--- src/rtl/dff_write_arbiter.sv ---
// rtl/dff_write_arbiter.sv - round-robin write arbiter with lock in front of a shared dff
//
// Shares one dff register (width n) among R requesters. Each cycle at most one
// requesting client wins by round-robin scan from ptr; its data is driven onto
// reg_d with reg_en. A requester holding lock together with req keeps ownership
// across cycles until it drops lock (one final write) or req (no write).
//
// Ports:
//   clk       rising-edge clock
//   rst       asynchronous active-high reset
//   req       [R-1:0]   write request per requester
//   lock      [R-1:0]   ownership hold per requester (only meaningful with req)
//   wdata     [R*n-1:0] requester i data at wdata[i*n +: n]
//   gnt       [R-1:0]   one-hot write acknowledge, registered
//   reg_d     [n-1:0]   data to dff d, holds between writes
//   reg_en              write enable to dff en
//   owner     [OW-1:0]  last or current granted requester
//   locked              high while in LOCK
//   wr_count  [15:0]    granted writes since reset, wrapping
module dff_write_arbiter #(
  parameter int n = 8,
  parameter int R = 4,
  localparam int OW = $clog2(R)
) (
  input  logic            clk,
  input  logic            rst,
  input  logic [R-1:0]    req,
  input  logic [R-1:0]    lock,
  input  logic [R*n-1:0]  wdata,
  output logic [R-1:0]    gnt,
  output logic [n-1:0]    reg_d,
  output logic            reg_en,
  output logic [OW-1:0]   owner,
  output logic            locked,
  output logic [15:0]     wr_count
);

  typedef enum logic [1:0] {
    S_IDLE  = 2'd0,
    S_GRANT = 2'd1,
    S_LOCK  = 2'd2
  } state_t;

  state_t        state;
  logic [OW-1:0] ptr;

  // Round-robin winner: first requesting index scanning upward from ptr.
  logic          found;
  logic [OW-1:0] win;

  always_comb begin
    int idx;
    found = 1'b0;
    win   = '0;
    idx   = 0;
    for (int k = 0; k < R; k++) begin
      idx = int'(ptr) + k;
      if (idx >= R) idx = idx - R;
      if (!found && req[idx]) begin
        found = 1'b1;
        win   = OW'(idx);
      end
    end
  end

  // In LOCK the owner is the only candidate; elsewhere the scan winner.
  logic          do_grant;
  logic [OW-1:0] sel;
  logic [OW-1:0] sel_next;
  logic [R-1:0]  sel_onehot;

  always_comb begin
    if (state == S_LOCK) begin
      do_grant = req[owner];
      sel      = owner;
    end else begin
      do_grant = found;
      sel      = win;
    end
    sel_next = (sel == OW'(R - 1)) ? '0 : sel + OW'(1);
    sel_onehot = '0;
    for (int i = 0; i < R; i++) begin
      sel_onehot[i] = (OW'(i) == sel);
    end
  end

  always_ff @(posedge clk or posedge rst) begin
    if (rst) begin
      state    <= S_IDLE;
      ptr      <= '0;
      gnt      <= '0;
      reg_d    <= '0;
      reg_en   <= 1'b0;
      owner    <= '0;
      locked   <= 1'b0;
      wr_count <= '0;
    end else begin
      gnt    <= '0;
      reg_en <= 1'b0;
      if (do_grant) begin
        gnt      <= sel_onehot;
        reg_en   <= 1'b1;
        reg_d    <= wdata[int'(sel)*n +: n];
        owner    <= sel;
        wr_count <= wr_count + 16'd1;
      end

      // ptr always points past the most recent owner; in LOCK that is the
      // owner itself, so an abort resumes the scan just after it.
      if (do_grant || state == S_LOCK) ptr <= sel_next;

      case (state)
        S_LOCK: begin
          if (req[owner] && lock[owner]) begin
            state  <= S_LOCK;
            locked <= 1'b1;
          end else if (req[owner]) begin
            state  <= S_GRANT;
            locked <= 1'b0;
          end else begin
            state  <= S_IDLE;
            locked <= 1'b0;
          end
        end
        default: begin
          if (found && lock[win]) begin
            state  <= S_LOCK;
            locked <= 1'b1;
          end else if (found) begin
            state  <= S_GRANT;
            locked <= 1'b0;
          end else begin
            state  <= S_IDLE;
            locked <= 1'b0;
          end
        end
      endcase
    end
  end

endmodule

--- config.mk ---
export PLATFORM = sky130hd
export DESIGN_NAME = dff_write_arbiter
export DESIGN_NICKNAME = d
export VERILOG_FILES = /design/src/rtl/dff_write_arbiter.sv
export SDC_FILE = /design/constraint.sdc
export NUM_CORES = 1
export LEC_CHECK = 0
export BUFFER_PORTS_ARGS = -buffer_cell sky130_fd_sc_hd__buf_2
export CORE_ASPECT_RATIO = 1.1
export CORE_MARGIN = 5
export CORE_UTILIZATION = 25
export DETAILED_ROUTE_END_ITERATION = 10
export GPL_TIMING_DRIVEN = 0
export PLACE_DENSITY = 0.54
export SLEW_MARGIN = 20
export SYNTH_ARGS = -nofsm -noshare
export SYNTH_HDL_FRONTEND = slang
export SYNTH_SLANG_ARGS = --single-unit
--- constraint.sdc ---
create_clock -name clk -period 5.65 [get_ports clk]
set_input_delay 0.565 -clock clk [delete_from_list [all_inputs] [get_ports clk]]
set_output_delay 0.565 -clock clk [all_outputs]
set_load 0.03 [all_outputs]
### Yosys cells after proc, flatten, opt, wreduce, memory -nomap -nowiden

Index checks and enable logic that the tools add are counted.

* multipliers: 0
* div/mod/pow operators: 0
* multiplexer cells: 43
* shift operators: 1
* $add $sub $neg: 9
* reductions and logical operators: 10
* equal/unequal tests: 5
* magnitude comparators: 10
* bitwise logic cells: 0

Operators with widths (number)
* < comparator 32 x 4 -> 1 bit, second input constant: 4
* two-way mux 32 bit: 4
* indexed part select 32 x 6 -> 8 bit: 1
* two-way mux 1 bit: 22
* two-way mux 2 bit: 9
* adder 16 x 1 -> 16 bit, second input constant: 1
* binary-select mux 1 bit (select 2 bit): 7
* subtractor 3 x 3 -> 4 bit, second input constant: 3
* >= comparator 3 bit, second input constant: 3
* adder 2 x 2 -> 3 bit, second input constant: 2
* < comparator 2 x 3 -> 1 bit, second input constant: 2
* logical AND 1 bit: 5
* equality test 2 bit, first input constant: 2
* equality test 2 bit, second input constant: 2
* two-way mux 4 bit: 1
* subtractor 2 x 3 -> 4 bit, second input constant: 1
* adder 2 x 1 -> 3 bit, second input constant: 1
* >= comparator 2 x 3 -> 1 bit, second input constant: 1
* logical NOT 1 bit: 3
* adder 2 x 1 -> 2 bit, second input constant: 1
* equality test 1 x 2 -> 1 bit, first input constant: 1
* logical NOT 2 bit: 1
* logical OR 1 bit: 1

* register bits after elaboration: 36
* memories: 0
* word-level logic and storage cells: 86
* latch bits: 0
* ROM bits: 0
* RAM bits: 0
* input bits: 42

### Logic depth before layout (Yosys ltp)

Gate-level depths: netlist of the first run.

* depth in word-level cells: 20
* gate-level depth with buffers: 8
* mapped depth without buffers: 7

### Worst setup path after synthesis of the first run

OpenSTA, ideal clock, no wires.

* path kind: reg2reg
* from: reg, netlist name locked
* to: reg ptr[1]
* setup slack: 3567 ps
* arrival time: 1959 ps
* path buffers: 1
* clock period less this slack: 2083 ps
* setup time: 125 ps
* cell stages (with the launch flop): 8
* path through: dfrtp_1 nor2b_1 nor2_1 a22oi_1 buf_2 inv_1 ha_1 mux2_2

RTL lines
* end signal: assignment: line 110 `if (do_grant || state == S_LOCK) ptr <= sel_next;`
* end: declaration: line 45 `logic [OW-1:0] ptr;`

==> impl_metrics.py, run 1 <==
metrics = {
    "power": {
        "peakVddDrop_mv": 0.152,
        "power_density_nw_per_um2": 575,
        "power.leakage_uw": 0.00130,
    },
    "clock_tree": {
        "path_clk_slew_ps": 70,
        "hold_buffers": 0,
        "postCtsSetupRepairBufs": 0,
        "htree_levels": 2,
        "cts_tree": "yes",
        "clockBufferDepth": 2,
        "insertion_delay_ps": 280,
        "cts_resized": 0,
        "cts_root_buf": "clkbuf_8",
        "cts-buffers-inserted": 5,
        "cts_sinks": 35,
    },
    "grt": {
        "antenna_found_initial": 0,
        "gr-total-overflow": 0,
        "grt_pass1_wl_um": 7620,
        "gr-usage-all-layers_pct": 10.2,
        "grt_max_degree": 31,
        "grt_pass1_vias": 1542,
    },
    "yosys": {
        "ys_types": 39,
        "synth_nets": 213,
        "synthArstFlopShare_pct": 100,
        "synth-compound-area-share_pct": 10.6,
        "avgSynthCellArea_um2": 11.5,
        "synth_top_family_by_area": "multiplexers",
        "synth.mux.area_fraction_pct": 15.4,
        "synthCells": 166,
        "synth_flop_cell": "dfrtp_1",
        "synthXorXnorAreaFrac_pct": 6.87,
        "synth_area_um2": 1910,
        "yosys.area_share.simple_pct": 14.3,
        "synth_edf_count": 0,
        "ys_ff_latch": 35,
        "synth_fa_ha_area_share_pct": 3.27,
        "yosysWarningCount": 0,
        "synth-seq-area-share_pct": 45.8,
    },
    "worst_setup_path": {
        "crit_chain": "nor2b_1 > nor2_1 > a22oi_1 > buf_2 > inv_1 > ha_1 > mux2_2",
        "crit_fanout": 11,
        "worstSetupEndpointType": "register",
        "crit_arrival_ps": 2290,
        "worstPathRequired_ps": 5820,
        "slowest_stage": "dfrtp_1",
        "critPathTopFamily": "buffers and inverters",
        "cp.buffers_inverters": 2,
        "reg2reg_slack_ps": 3530,
        "cpPeakStageDelay_ps": 350,
        "start_kind": "register",
        "critPathKind": "register to register",
    },
    "layout": {
        "n_fill_cell": 789,
        "nNetsFinal": 294,
        "area_growth_pct": 33.2,
        "finalInstanceArea_um2": 2550,
        "num_antenna_cells": 0,
        "seq_area_um2": 876,
        "multiInputGateArea_um2": 966,
        "drive_gt1_share_pct": 43.5,
    },
    "drt": {
        "antenna_left": 0,
        "route.detailed.drc": 0,
        "routedWlPerCell_um": 12.9,
        "drt_iter0_markers": 33,
        "routed_wl_um": 4560,
        "dr_total_vias": 1538,
        "first_pass_iters": 4,
        "vias_per_cell": 4.36,
    },
    "timing": {
        "final_max_slew_viol_count": 0,
        "tns_ps": 0,
        "finClkSkew_ps": 3.34,
        "finalHoldViolCount": 0,
        "finalCritPeriodShare_pct": 37.5,
        "fmax_mhz": 472,
        "min_period_ps": 2120,
        "slew_headroom_pct": 65.6,
        "worstMarginPinSlew_ps": 512,
        "rsz0062_at_grt": "false",
        "setup_viol": 0,
    },
    "floorplanning": {
        "start_util_pct": 25.6,
        "die_height_um": 102,
        "core_um2": 7470,
        "die_area_um2": 9500,
        "io_pins": 74,
        "rows": 33,
        "die_w_um": 93.4,
    },
    "placement": {
        "io_buffer_count": 73,
        "dp_hpwl_um": 3530,
        "gp_congestion": 0.747,
        "place_area_um2": 2430,
    },
    "min_path": {
        "hold_path.class": "input pin to async pin",
    },
    "run": {
        "drv_cap": 0,
    },
    "outcome": {
        "status": "completed",
    },
}
[report_power, final]
part | switching, uW | total [uW] | internal (uW)
Clock | 90.6 | 233 | 143
Combinational | 468 | 805 | 337
Sequential | 79.5 | 425 | 346
Total | 639 | 1460 | 825
[area by class of cell]
type | count | share of cell area [%]
Buffer | 6 | 1.87
Clock buffer | 6 | 3.24
Clock inverter | 2 | 1.38
Inverter | 6 | 0.885
Multi-Input combinational cell | 119 | 37.9
Sequential cell | 35 | 34.4
Tap cell | 105 | 5.16
Timing Repair Buffer | 74 | 15.1
[path summary, 6_finish.rpt]
path	startpoint	endpoint	cells after the start
setup / recovery	locked	ptr[1]	7
min in group clk	wr_count[15]	wr_count[15]	1
hold / removal	rst	wr_count[9]	2
max in group asynchronous	rst	reg_d[7]	3
hold reg to reg	wr_count[15]	wr_count[15]	1
setup reg to reg	locked	ptr[1]	7
[metal layers]
metal	global-route usage, %	up-vias	part of all wire (%)
li1	-	756	-
met2	16.7	53	48
met3	2.90	5	6.3
met5	0	-	0
met1	13.1	724	44
met4	3.04	0	0.92
[cells in the mapped netlist, types with 2 or more instances]
cell type | n | area (um^2)
a21oi_1 | 2 | 10.0
a221oi_2 | 8 | 120
and2_1 | 4 | 25.0
and2_4 | 2 | 17.5
and3_1 | 2 | 12.5
buf_2 | 2 | 10.0
buf_4 | 2 | 15.0
buf_6 | 2 | 22.5
dfrtp_1 | 35 | 876
ha_1 | 5 | 62.6
inv_1 | 6 | 22.5
mux2_2 | 3 | 33.8
mux2i_1 | 18 | 180
nand2_1 | 7 | 26.3
nand3_1 | 7 | 35.0
nand4_1 | 2 | 12.5
nor2_1 | 19 | 71.3
nor3_1 | 5 | 25.0
o31ai_1 | 2 | 15.0
xnor2_1 | 6 | 52.6
xor2_1 | 9 | 78.8
[state kept, by name, summed over array words and instances, names as in the netlist]
register	count
reg_en	1
gnt	4
reg_d	8
wr_count	16
locked	1
ptr	2
state	1
owner	2
[placed cells by master, fill, tap and decap left out, types with 5 or more instances in the layout]
master,netlist,final
mux2i_1,18,18
xor2_1,9,9
clkbuf_8,0,6
nand2_1,7,7
nor3_1,5,5
buf_2,2,75
inv_1,6,5
xnor2_1,6,6
nor2_1,19,19
dfrtp_1,35,35
nand3_1,7,7
a221oi_2,8,8
ha_1,5,5
[per-stage QoR]
stage	instances	worst slack, ps	power, uW	hold WS, ps	util (%)
6_report	353	3530	1460	160	34.1
4_1_cts	353	3510	1500	152	34.1
2_1_floorplan	166	3570	1040	519	-
3_3_place_gp	344	3310	1240	464	32.2
3_5_place_dp	345	3300	1250	462	32.5
5_1_grt	353	3360	1570	163	34.1
[cells by family after synthesis]
kind of cell / Yosys count
compound gates: 19
xor+xnor: 15
fa+ha+maj: 5
buf+inv: 12
flops: 35
mux: 25
simple gates: 55
Note: power is estimated with default switching activity, not from simulation.
==> inputs of run 2 (changes only) <==
- PLACE_DENSITY: 0.54 -> 0.55
- clock period: 5.65 -> 1.9 ns (I/O delays scaled with it)
==> run 2 against run 1 <==
- core utilization is 0.85 points higher
- clock skew is 2.7 ps higher
- sequential power grew to 3.0 times the previous value
- non-clock buffer count is 7 higher
- first-iteration DRC count up 3.0%
- total power increased to 3.0 times the previous value
- critical path depth rose by 1
- clock power up 110%
- via count rose by 1.4%
- die area stayed put
- cell count grew 1.7%
- critical path type unchanged
==> impl_metrics.py, run 2 (same netlist as run 1, synthesis figures left out) <==
metrics = {
    "drt": {
        "drt_iter0_markers": 34,
        "route.detailed.drc": 0,
        "first_pass_iters": 4,
        "vias_per_cell": 4.34,
        "routedWlPerCell_um": 13.2,
        "routed_wl_um": 4750,
        "dr_total_vias": 1559,
        "antenna_left": 0,
    },
    "timing": {
        "tns_ps": 0,
        "worst_slack_ps": 30.8,
        "setup_viol": 0,
        "worstMarginPinSlew_ps": 479,
        "finalCritPeriodShare_pct": 98.4,
        "min_period_ps": 1870,
        "final_max_slew_viol_count": 0,
        "fmax_mhz": 535,
        "finalHoldViolCount": 0,
        "slew_headroom_pct": 67.8,
        "finClkSkew_ps": 5.99,
    },
    "worst_setup_path": {
        "start_kind": "register",
        "crit_arrival_ps": 2050,
        "crit_fanout": 9,
        "slowest_stage": "dfrtp_2",
        "crit_chain": "a21o_1 > a21oi_1 > o22a_2 > mux2i_4 > buf_4 > and2_4 > buf_6 > a221oi_4",
        "worstSetupEndpointType": "register",
        "cpPeakStageDelay_ps": 440,
        "critPathKind": "register to register",
        "worstPathRequired_ps": 2080,
    },
    "layout": {
        "drive_gt1_share_pct": 46.1,
        "area_growth_pct": 36.5,
        "seq_area_um2": 880,
        "final_common_cell": "buf_2",
        "finish.utilization_pct": 34.9,
        "reg_top3": "wr_count x16, reg_d x8, gnt x4",
        "n_fill_cell": 774,
        "layout_common_cells": "buf_2 (73), dfrtp_1 (32), nor2_1 (19), mux2i_1 (18)",
        "regMostFlops": "wr_count",
        "num_antenna_cells": 0,
        "finalInstanceArea_um2": 2610,
        "multiInputGateArea_um2": 996,
        "nNetsFinal": 301,
        "largest_reg_flops": 16,
    },
    "placement": {
        "gp_congestion": 0.793,
        "dpl_worst_slack_ps": -141,
        "place_area_um2": 2440,
        "dp_hpwl_um": 3660,
        "io_buffer_count": 73,
    },
    "grt": {
        "grt_max_degree": 22,
        "antenna_found_initial": 0,
        "grt_pass1_vias": 1686,
        "grt_pass1_wl_um": 7960,
        "gr-total-overflow": 0,
        "gr-usage-all-layers_pct": 10.5,
    },
    "clock_tree": {
        "insertion_delay_ps": 280,
        "cts_sinks": 35,
        "cts_root_buf": "clkbuf_8",
        "path_clk_slew_ps": 70,
        "clockBufferDepth": 2,
        "htree_levels": 2,
        "cts-buffers-inserted": 5,
        "cts_tree": "yes",
    },
    "run": {
        "drv_cap": 0,
    },
    "outcome": {
        "status": "completed",
    },
    "floorplanning": {
        "core_um2": 7470,
        "die_area_um2": 9500,
        "die_w_um": 93.4,
        "rows": 33,
        "die_height_um": 102,
        "start_util_pct": 25.6,
        "io_pins": 74,
    },
    "power": {
        "finalPower_uw": 4380,
        "power_density_nw_per_um2": 1680,
        "power.leakage_uw": 0.00132,
        "peakVddDrop_mv": 0.470,
    },
    "min_path": {
        "hold_path.class": "input pin to register",
    },
}
-- run 2: changes by cell type in the layout (fill, tap and decap cells not counted), moves of 2 or more --
| cell | before | now |
|---|---|---|
| clkbuf_1 | 0 | 2 |
| buf_4 | 2 | 9 |
| dfrtp_2 | 0 | 3 |
| buf_2 | 75 | 73 |
| dfrtp_1 | 35 | 32 |
-- run 2: layer usage --
metal / up-vias / wire length, um / global-route usage (%)
li1: 766 / - / -
met1: 746 / 2060 / 13.2
met2: 47 / 2390 / 17.4
met3: 0 / 301 / 3.27
met4: 0 / 0 / 2.93
met5: - / 0 / 0
-- run 2: worst paths after layout --
path	from	slack, ps	cells past startpoint	to
max in group asynchronous	rst	1040	4	reg_d[6]
setup reg to reg	ptr[1]	30	8	reg_d[3]
min in group asynchronous	rst	430	3	reg_en
setup / recovery	ptr[1]	30	8	reg_d[3]
hold reg to reg	wr_count[15]	480	1	wr_count[15]
hold / removal	wdata[25]	270	3	reg_d[1]
-- run 2: worst max-delay path, delay by kind of cell, from the launching register on --
kind                   cells  cell delay [ps]
muxes                      1               80
and+or+nand+nor            1              150
AOI/OAI and AO/OA          4              790
DFF                        1              440
buffers and inverters      2              300
-- run 2: stage by stage --
step           std cells  hold WS (ps)
4_1_cts              357           259
5_1_grt              359           274
2_1_floorplan        166           344
6_report             359           272
3_3_place_gp         344           463
3_5_place_dp         345           187
-- run 2: layout make-up --
class | instances | area share, %
multi-input combinational | 119 | 38.2
sequential | 35 | 33.7
timing repair buffer | 81 | 17.2
tap | 105 | 5.03
clock buffer | 7 | 2.92
buffer | 6 | 2.16
inverter | 6 | 0.863
-- run 2: repair_timing --
item / 4_1_cts / 5_1_grt
endpoints found under the hold margin: 14 / 0
hold buffers: 1 / 0
endpoints found under the setup margin: 5 / 9
buffers inserted: 4 / 2
pin swaps: 0 / 1
gates resized for setup: 3 / 5
-- run 2: power by group --
| group | leakage [uW] | internal (uW) | switching, uW | total [uW] |
|---|---|---|---|---|
| Sequential | 0.000429 | 1030 | 226 | 1260 |
| Clock | 0.0000383 | 252 | 245 | 497 |
| Combinational | 0.000851 | 1160 | 1460 | 2620 |
